===== src/rtl/mem_port_ctrl_if.sv =====
// Bundle of fetch, load/store, RAM-side and counter signals around mem_port_ctrl.
// The slave modport is the controller; the master modport is the requesters plus RAM.
interface mem_port_ctrl_if #(
  parameter int unsigned ADDR_W = 8,
  parameter int unsigned DATA_W = 8
);
  logic              if_req;
  logic [ADDR_W-1:0] if_addr;
  logic              if_valid;
  logic [DATA_W-1:0] if_rdata;

  logic              ls_req;
  logic              ls_we;
  logic [ADDR_W-1:0] ls_addr;
  logic [DATA_W-1:0] ls_wdata;
  logic              ls_gnt;
  logic              ls_valid;
  logic [DATA_W-1:0] ls_rdata;

  logic [ADDR_W-1:0] ram_addr_1;
  logic [ADDR_W-1:0] ram_addr_2;
  logic [DATA_W-1:0] ram_wdata;
  logic              ram_we;
  logic [DATA_W-1:0] ram_rdata_1;
  logic [DATA_W-1:0] ram_rdata_2;

  logic [7:0]        rd_count;
  logic [7:0]        wr_count;

  modport slave (
    input  if_req, if_addr, ls_req, ls_we, ls_addr, ls_wdata, ram_rdata_1, ram_rdata_2,
    output if_valid, if_rdata, ls_gnt, ls_valid, ls_rdata,
    output ram_addr_1, ram_addr_2, ram_wdata, ram_we, rd_count, wr_count
  );

  modport master (
    output if_req, if_addr, ls_req, ls_we, ls_addr, ls_wdata, ram_rdata_1, ram_rdata_2,
    input  if_valid, if_rdata, ls_gnt, ls_valid, ls_rdata,
    input  ram_addr_1, ram_addr_2, ram_wdata, ram_we, rd_count, wr_count
  );
endinterface


===== src/rtl/mem_port_ctrl.sv =====
// Two-port RAM front end: always-ready fetch channel on port 1, and a
// one-outstanding load/store FSM on port 2 with store-to-fetch forwarding.
module mem_port_ctrl #(
  parameter int unsigned ADDR_W = 8,
  parameter int unsigned DATA_W = 8
) (
  input logic            clk,
  input logic            reset,
  mem_port_ctrl_if.slave bus
);

  typedef enum logic [1:0] {StIdle, StRdWait, StWrAck} state_e;

  state_e            state_q;
  logic [ADDR_W-1:0] addr2_q;
  logic [DATA_W-1:0] wdata_q;
  logic              if_valid_q;
  logic              fwd_q;
  logic [DATA_W-1:0] fwd_data_q;
  logic [DATA_W-1:0] if_rdata_q;
  logic [DATA_W-1:0] ls_rdata_q;
  logic [7:0]        rd_count_q;
  logic [7:0]        wr_count_q;

  logic              gnt;
  logic              st_gnt;
  logic              fwd_hit;
  logic              ls_valid_cur;
  logic [DATA_W-1:0] if_rdata_cur;
  logic [DATA_W-1:0] ls_rdata_cur;

  always_comb begin
    gnt          = bus.ls_req & (state_q == StIdle) & ~reset;
    st_gnt       = gnt & bus.ls_we;
    // A store landing this cycle is invisible to port 1's read, so capture it.
    fwd_hit      = bus.if_req & st_gnt & (bus.if_addr == bus.ls_addr);
    if_rdata_cur = if_valid_q ? (fwd_q ? fwd_data_q : bus.ram_rdata_1) : if_rdata_q;
    // Gating with reset drops a response whose completion cycle is a reset cycle.
    ls_valid_cur = (state_q != StIdle) & ~reset;
    ls_rdata_cur = ls_rdata_q;
    unique case (state_q)
      StRdWait: ls_rdata_cur = bus.ram_rdata_2;
      StWrAck:  ls_rdata_cur = '0;
      default:  ls_rdata_cur = ls_rdata_q;
    endcase
  end

  assign bus.ram_addr_1 = bus.if_addr;
  assign bus.ram_addr_2 = gnt ? bus.ls_addr : addr2_q;
  assign bus.ram_wdata  = st_gnt ? bus.ls_wdata : wdata_q;
  assign bus.ram_we     = st_gnt;
  assign bus.ls_gnt     = gnt;
  assign bus.if_valid   = if_valid_q;
  assign bus.if_rdata   = if_rdata_cur;
  assign bus.ls_valid   = ls_valid_cur;
  assign bus.ls_rdata   = ls_rdata_cur;
  assign bus.rd_count   = rd_count_q;
  assign bus.wr_count   = wr_count_q;

  always_ff @(posedge clk) begin
    if (reset) begin
      state_q    <= StIdle;
      addr2_q    <= '0;
      wdata_q    <= '0;
      if_valid_q <= 1'b0;
      fwd_q      <= 1'b0;
      fwd_data_q <= '0;
      if_rdata_q <= '0;
      ls_rdata_q <= '0;
      rd_count_q <= '0;
      wr_count_q <= '0;
    end else begin
      if_valid_q <= bus.if_req;
      fwd_q      <= fwd_hit;
      if (fwd_hit)    fwd_data_q <= bus.ls_wdata;
      if (if_valid_q) if_rdata_q <= if_rdata_cur;
      if (gnt)        addr2_q    <= bus.ls_addr;
      if (st_gnt)     wdata_q    <= bus.ls_wdata;

      unique case (state_q)
        StIdle: begin
          if (gnt) state_q <= bus.ls_we ? StWrAck : StRdWait;
        end
        StRdWait: begin
          ls_rdata_q <= bus.ram_rdata_2;
          if (rd_count_q != 8'hFF) rd_count_q <= rd_count_q + 8'd1;
          state_q <= StIdle;
        end
        StWrAck: begin
          ls_rdata_q <= '0;
          if (wr_count_q != 8'hFF) wr_count_q <= wr_count_q + 8'd1;
          state_q <= StIdle;
        end
        default: state_q <= StIdle;
      endcase
    end
  end

endmodule


===== src/flat_wrapper.sv =====
// flat-port wrapper written by rule: the top's interface ports become plain ports
module mem_port_ctrl_flat 
#(
  parameter int unsigned ADDR_W = 8,
  parameter int unsigned DATA_W = 8
)
  (clk, reset, bus_if_req, bus_if_addr, bus_ls_req, bus_ls_we, bus_ls_addr, bus_ls_wdata, bus_ram_rdata_1, bus_ram_rdata_2, bus_if_valid, bus_if_rdata, bus_ls_gnt, bus_ls_valid, bus_ls_rdata, bus_ram_addr_1, bus_ram_addr_2, bus_ram_wdata, bus_ram_we, bus_rd_count, bus_wr_count);
  mem_port_ctrl_if #(.ADDR_W(ADDR_W), .DATA_W(DATA_W)) bus_i ();
  input logic clk;
  input logic reset;
  input wire logic [$bits(bus_i.if_req)-1:0] bus_if_req;
  input wire logic [$bits(bus_i.if_addr)-1:0] bus_if_addr;
  input wire logic [$bits(bus_i.ls_req)-1:0] bus_ls_req;
  input wire logic [$bits(bus_i.ls_we)-1:0] bus_ls_we;
  input wire logic [$bits(bus_i.ls_addr)-1:0] bus_ls_addr;
  input wire logic [$bits(bus_i.ls_wdata)-1:0] bus_ls_wdata;
  input wire logic [$bits(bus_i.ram_rdata_1)-1:0] bus_ram_rdata_1;
  input wire logic [$bits(bus_i.ram_rdata_2)-1:0] bus_ram_rdata_2;
  output wire logic [$bits(bus_i.if_valid)-1:0] bus_if_valid;
  output wire logic [$bits(bus_i.if_rdata)-1:0] bus_if_rdata;
  output wire logic [$bits(bus_i.ls_gnt)-1:0] bus_ls_gnt;
  output wire logic [$bits(bus_i.ls_valid)-1:0] bus_ls_valid;
  output wire logic [$bits(bus_i.ls_rdata)-1:0] bus_ls_rdata;
  output wire logic [$bits(bus_i.ram_addr_1)-1:0] bus_ram_addr_1;
  output wire logic [$bits(bus_i.ram_addr_2)-1:0] bus_ram_addr_2;
  output wire logic [$bits(bus_i.ram_wdata)-1:0] bus_ram_wdata;
  output wire logic [$bits(bus_i.ram_we)-1:0] bus_ram_we;
  output wire logic [$bits(bus_i.rd_count)-1:0] bus_rd_count;
  output wire logic [$bits(bus_i.wr_count)-1:0] bus_wr_count;
  assign bus_i.if_req = bus_if_req;
  assign bus_i.if_addr = bus_if_addr;
  assign bus_i.ls_req = bus_ls_req;
  assign bus_i.ls_we = bus_ls_we;
  assign bus_i.ls_addr = bus_ls_addr;
  assign bus_i.ls_wdata = bus_ls_wdata;
  assign bus_i.ram_rdata_1 = bus_ram_rdata_1;
  assign bus_i.ram_rdata_2 = bus_ram_rdata_2;
  assign bus_if_valid = bus_i.if_valid;
  assign bus_if_rdata = bus_i.if_rdata;
  assign bus_ls_gnt = bus_i.ls_gnt;
  assign bus_ls_valid = bus_i.ls_valid;
  assign bus_ls_rdata = bus_i.ls_rdata;
  assign bus_ram_addr_1 = bus_i.ram_addr_1;
  assign bus_ram_addr_2 = bus_i.ram_addr_2;
  assign bus_ram_wdata = bus_i.ram_wdata;
  assign bus_ram_we = bus_i.ram_we;
  assign bus_rd_count = bus_i.rd_count;
  assign bus_wr_count = bus_i.wr_count;
  mem_port_ctrl #(.ADDR_W(ADDR_W), .DATA_W(DATA_W)) u_core (.clk(clk), .reset(reset), .bus(bus_i));
endmodule

===== config.mk =====
export PLATFORM = sky130hd
export DESIGN_NAME = mem_port_ctrl_flat
export DESIGN_NICKNAME = d
export VERILOG_FILES = /design/src/rtl/mem_port_ctrl_if.sv /design/src/rtl/mem_port_ctrl.sv /design/src/flat_wrapper.sv
export SDC_FILE = /design/constraint.sdc
export NUM_CORES = 1
export LEC_CHECK = 0
export ABC_CLOCK_PERIOD_IN_PS = 3400
export BUFFER_PORTS_ARGS = -buffer_cell sky130_fd_sc_hd__buf_2
export CORE_UTILIZATION = 53
export CTS_CLUSTER_SIZE = 30
export DETAILED_ROUTE_END_ITERATION = 10
export HOLD_SLACK_MARGIN = 0.15
export PLACE_DENSITY = 0.85
export SLEW_MARGIN = 20
export SYNTH_ARGS = -nofsm -noshare
export SYNTH_HDL_FRONTEND = slang
export SYNTH_SLANG_ARGS = --single-unit

===== constraint.sdc =====
create_clock -name clk -period 3.4 [get_ports clk]
set_input_delay 0.68 -clock clk [delete_from_list [all_inputs] [get_ports clk]]
set_output_delay 0.68 -clock clk [all_outputs]
set_load 0.05 [all_outputs]

; ---- After elaboration in Yosys (flattened, before gate mapping)
; Index checks and enable logic that the tools add are counted.
[word_totals]
reg_bits = 60
latch_bits = 0
ramBits = 0
romBits = 0
in_bits = 45
elab_cells = 36
memories = 0
[op_classes]
addsub = 2
n_mul = 0
n_div = 0
order_cmp = 0
eq_ne = 5
shifts = 0
mux = 6
bitwise = 8
reduce_logical = 5
[op_table]
columns = cell, n
row1 = 8-bit 2-to-1 mux, 4
row2 = 8-bit by 1-bit adder with 8-bit output (second input constant), 2
row3 = 8-bit inequality test (second input constant), 2
row4 = 8-bit one-hot mux with 2 select lines, 1
row5 = 8-bit equality test, 1
row6 = 1-bit bitwise AND, 6
row7 = 2-bit AND reduction, 2
row8 = 2-bit by 1-bit equality test with 1-bit output (second input constant), 1
row9 = 2-bit equality test (second input constant), 1
row10 = 2-bit zero test, 1
row11 = 2-bit 2-to-1 mux, 1
row12 = 1-bit inverter, 2
row13 = 2-bit nonzero test, 1
row14 = 2-bit OR reduction, 1

; ---- Logic depth before layout (Yosys ltp)
[logic_depth]
word_depth = 6
depth_mapped = 9

; ---- Worst setup path before layout
; Ideal clock, no wire load.
[synth_timing]
path_kind = reg2out
startpoint = reg u_core.state_q[0]
endpoint = out bus_ls_rdata[1]
t_arrival_ps = 2076
t_required_ps = 2720
setup_slack_ps = 644
stages_incl_launch_ff = 5
n_path_buf = 1
path_cell_list = dfxtp_1 inv_1 ha_1 clkbuf_1 o21ai_0
[synth_between]
elab_chain_cells = 2
elab_cells_between_ends = 3
cone_classes = eq/ne (2) / mux (1)
[synth_lines]
columns = item, line_no
row1 = start: declaration, mem_port_ctrl.sv:14  ; state_e state_q;
row2 = start signal: assignment, mem_port_ctrl.sv:62  ; state_q <= StIdle;
row3 = start signal: assignment, mem_port_ctrl.sv:82  ; if (gnt) state_q <= bus.ls_we ? StWrAck : StRdWait;
row4 = start signal: assignment, mem_port_ctrl.sv:87  ; state_q <= StIdle;
row5 = 2-bit equality test / 2-bit by 1-bit equality test with 1-bit output (equally long branches), mem_port_ctrl.sv:41  ; unique case (state_q)
row6 = 8-bit one-hot mux with 2 select lines (*), --
row7 = end: declaration, flat_wrapper.sv:23  ; output wire logic [$bits(bus_i.ls_rdata)-1:0] bus_ls_rdata;
; Every way passes the cells marked *; elsewhere a longest branch is shown, timed or not.

; ---- Worst setup path after layout
[layout_timing]
startpoint = reg u_core.state_q[0]
endpoint = out bus_ram_wdata[4]
[layout_between]
elab_chain_cells = 5
[layout_lines]
columns = item, line_no
row1 = 2-bit zero test, mem_port_ctrl.sv:33  ; gnt = bus.ls_req & (state_q == StIdle) & ~reset;
row2 = 1-bit bitwise AND (2 in a row), mem_port_ctrl.sv:33
row3 = 1-bit bitwise AND, mem_port_ctrl.sv:34  ; st_gnt = gnt & bus.ls_we;
row4 = 8-bit 2-to-1 mux, mem_port_ctrl.sv:50  ; assign bus.ram_wdata = st_gnt ? bus.ls_wdata : wdata_q;
row5 = end: declaration, flat_wrapper.sv:26  ; output wire logic [$bits(bus_i.ram_wdata)-1:0] bus_ram_wdata;
; No other way between the ends.

==> summary.md <==
| Metric | Value |
|---|---|
| Fin nets | `464` |
| Final setup viols | `0` |
| Worst-skew pair later-pin latency | `0.34 ns` |
| Synth Net Count | `371` |
| Async SR Flop Fraction | `0%` |
| Clock sink count | `60` |
| Initial antenna violation count | `0` |
| Met3 Resource Use GR | `6.024%` |
| Drt pass-1 iters | `4` |
| Antenna diodes | `0` |
| FF+latch count, synth | `60` |
| Non-Filler Instances | `489` |
| 1st-iter DRT viols | `123` |
| Grt ovf | `0` |
| DRC viols | `0` |
| CTS tree | `done` |
| Max Cap Violations | `0` |
| Max incr delay on CP | `0.33 ns` |
| RSZ-0062 raised after global routing | `no` |
| Hold/Removal Path Class | `reg -> reg` |
| Gr usage total | `23.12%` |
| H-tree levels | `3` |
| CP max FO | `11` |
| Antenna viol nets, final | `0` |
| Via density per instance | `5.262` |
| Total negative slack | `0 ns` |
| Final hold vios | `0` |
| Slew Viols, Final | `0` |
| EDFF count, synth | `0` |
| Synthesized area per cell | `8.778 um^2` |
| Core Rows | `26` |
| Final wirelength | `6460 um` |
| Register area share after synthesis | `42.63%` |
| Vias in the first global route | `2284` |
| Post-layout minimum cycle time | `2.619 ns` |
| Met2 Use GR | `40.14%` |
| M1 GR Usage | `26.05%` |
| Crit path max-delay cell type | `dfxtp_1` |
| Tcrit/Tclk final | `77.04%` |
| Final instance area | `3538 um^2` |
| Hold buffer count at CTS | `0` |
| Reg clk slew, reported paths | `0.07 ns` |
| Post-Place Cells | `473` |
| WP data arrival | `1.94 ns` |
| First-pass GRT wire length | `9694 um` |
| Most used DFF post-synth | `dfxtp_1` |
| Starting density of the core | `55.17%` |
| Post-DP Area | `3303 um^2` |
| Die Y | `74.92 um` |
| Worst Setup Path Type | `reg -> out` |
| Critical Path, Cell by Cell | `inv_1 -> ha_1 -> nor2b_4 -> nand3_4 -> inv_2 -> nand2_1 -> nand2_1 -> buf_2` |
| Clock Path Buffers | `2` |
| Placer Congestion | `0.8627` |
| Die area | `5612 um^2` |
| Slew headroom | `59.80%` |
| TritonCTS buffer count | `9` |
| Final Skew | `0.006476 ns` |
| Most used cell, CP | `nand2_1` |
| Cell taking the most area after synthesis | `dfxtp_1` |
| Count of different cell masters after synthesis | `32` |
| PostCTS Resize Cnt | `0` |
| Critical path required time | `2.72 ns` |
| Post-CTS Setup Bufs | `0` |
| Synth area leaders | `dfxtp_1, nor2b_1, a21oi_1` |
| Pin count of the biggest net entering global routing | `60` |
| Worst vdd ir | `355.5 uV` |
| HPWL Detailed | `4515 um` |
| PwrDens | `506.9 nW/um^2` |
| Syn Inst Count | `321` |
| Mapped Area | `2818 um^2` |
| WL per Instance | `13.21 um` |
| Yosys Warn Count | `0` |
| Synth top area share | `42.63%` |
| Core area | `5107 um^2` |
| Status | `finished clean` |
| Top Usage Layer GRT | `met2` |
| Worst slew pin tran | `0.6030 ns` |
| FMAX | `381.8 MHz` |
| CP Launch Type | `flip-flop` |
| Static leakage | `0.001577 uW` |
| Root buffer cell | `clkbuf_8` |
| CP Capture Type | `primary output` |
| Buffers on Ports | `104` |
| Via count | `2573` |
| Die width | `74.92 um` |
| I/O pin total | `105` |
| Layout cells sized above 1 | `32.46%` |
| Synth-to-Final Area Change | `25.58%` |
-- flip-flops by register name, summed over array words and instances (netlist names) --
signal,cells
u_core.ls_rdata_q,8
u_core.wdata_q,8
u_core.if_rdata_q,8
u_core.bus.rd_count,8
u_core.bus.wr_count,8
u_core.addr2_q,8
u_core.bus.if_valid,1
u_core.state_q,2
u_core.fwd_q,1
u_core.fwd_data_q,8
-- through the flow --
step,hold slack (ns),utilization (%),worst slack (ns),power (uW)
after floorplan,0.4437,-,0.6437,987.0
after global placement,0.4569,64.67,0.9967,1059
after detailed placement,0.4573,64.67,0.9533,1064
after CTS,0.4667,69.28,0.7679,1807
after global routing,0.4869,69.28,0.6590,1862
final,0.4650,69.28,0.7806,1794
-- report_power, final --
group,switching [uW],total [uW],internal (uW),leakage [uW]
registers,11.1,735,724,0.000487
logic,226,315,88.9,0.000968
clock network,274,744,470,0.000122
total,511,1790,1280,0.00158
-- cell families (layout without fill, tap and decap cells) --
kind of cell / after synthesis / in the layout / synth area share (%)
DFF: 60 / 60 / 42.63
buffers and inverters: 37 / 135 / 6.483
adders and majority gates: 5 / 5 / 2.220
xor gates and xnor gates: 17 / 17 / 5.284
and+or+nand+nor: 122 / 122 / 22.82
AOI/OAI and AO/OA: 60 / 60 / 13.05
muxes: 20 / 20 / 7.505
-- per-layer routing --
layer / vias up / wire length [um]
met5: - / 0
met4: 0 / 102
met3: 9 / 287
li1: 1283 / -
met1: 1215 / 2840
met2: 66 / 3229
-- placed cells by master, fill, tap and decap left out --
cell and n:
a31oi_1 2, a311oi_1 2, xor2_1 2, inv_2 1, xnor2_1 15, o31ai_1 12
ha_1 5, nand3_1 9, nand4_1 16, buf_4 1, dfxtp_1 60, nor2_1 23
nand2_2 1, nor2b_4 1, a21oi_1 30, a2111oi_4 1, bufinv_16 2, inv_1 13
mux2_2 9, nor2b_1 27, mux2i_1 11, and4_1 4, nand2_1 33, nor3_1 2
clkinv_2 2, buf_2 104, clkbuf_8 12, and2_1 4, nand3_4 1, o21ai_0 11
a211oi_1 2, nand2_4 1
-- cell type report --
type / count / area (um^2)
multi-input combinational: 224 / 1434
sequential: 60 / 1201
clock buffer: 12 / 165.2
timing repair buffer: 105 / 528.0
fill: 411 / 1569
clock inverter: 4 / 70.07
tap: 70 / 87.58
inverter: 14 / 52.55
-- cells in the mapped netlist, types with 9 or more instances --
cell type / number
buf_4: 9
nand3_1: 9
a21oi_1: 30
nand4_1: 16
xnor2_1: 15
o21ai_0: 11
clkbuf_1: 9
dfxtp_1: 60
nor2b_1: 27
nor2_1: 23
inv_1: 13
nand2_1: 33
o31ai_1: 12
mux2_2: 9
mux2i_1: 11
-- worst max-delay path: cells and delay by family, from the launching register on --
kind	cells	cell delay, ns
flops	1	0.33
fa+ha+maj	1	0.18
buf+inv	3	0.55
simple gates	4	0.53
-- final timing paths --
path,startpoint,end,slack (ns),depth (start not counted)
hold reg to reg,u_core.wdata_q[7]$_SDFF_PP0_,u_core.wdata_q[7]$_SDFF_PP0_,0.46,2
setup reg to reg,u_core.state_q[0]$_SDFFE_PP0N_,u_core.fwd_data_q[4]$_SDFFE_PP0P_,1.54,8
hold / removal,u_core.wdata_q[7]$_SDFF_PP0_,u_core.wdata_q[7]$_SDFF_PP0_,0.46,2
setup / recovery,u_core.state_q[0]$_SDFFE_PP0N_,bus_ram_wdata[4],0.78,8
No activity file was read; power rests on OpenSTA's default activity.
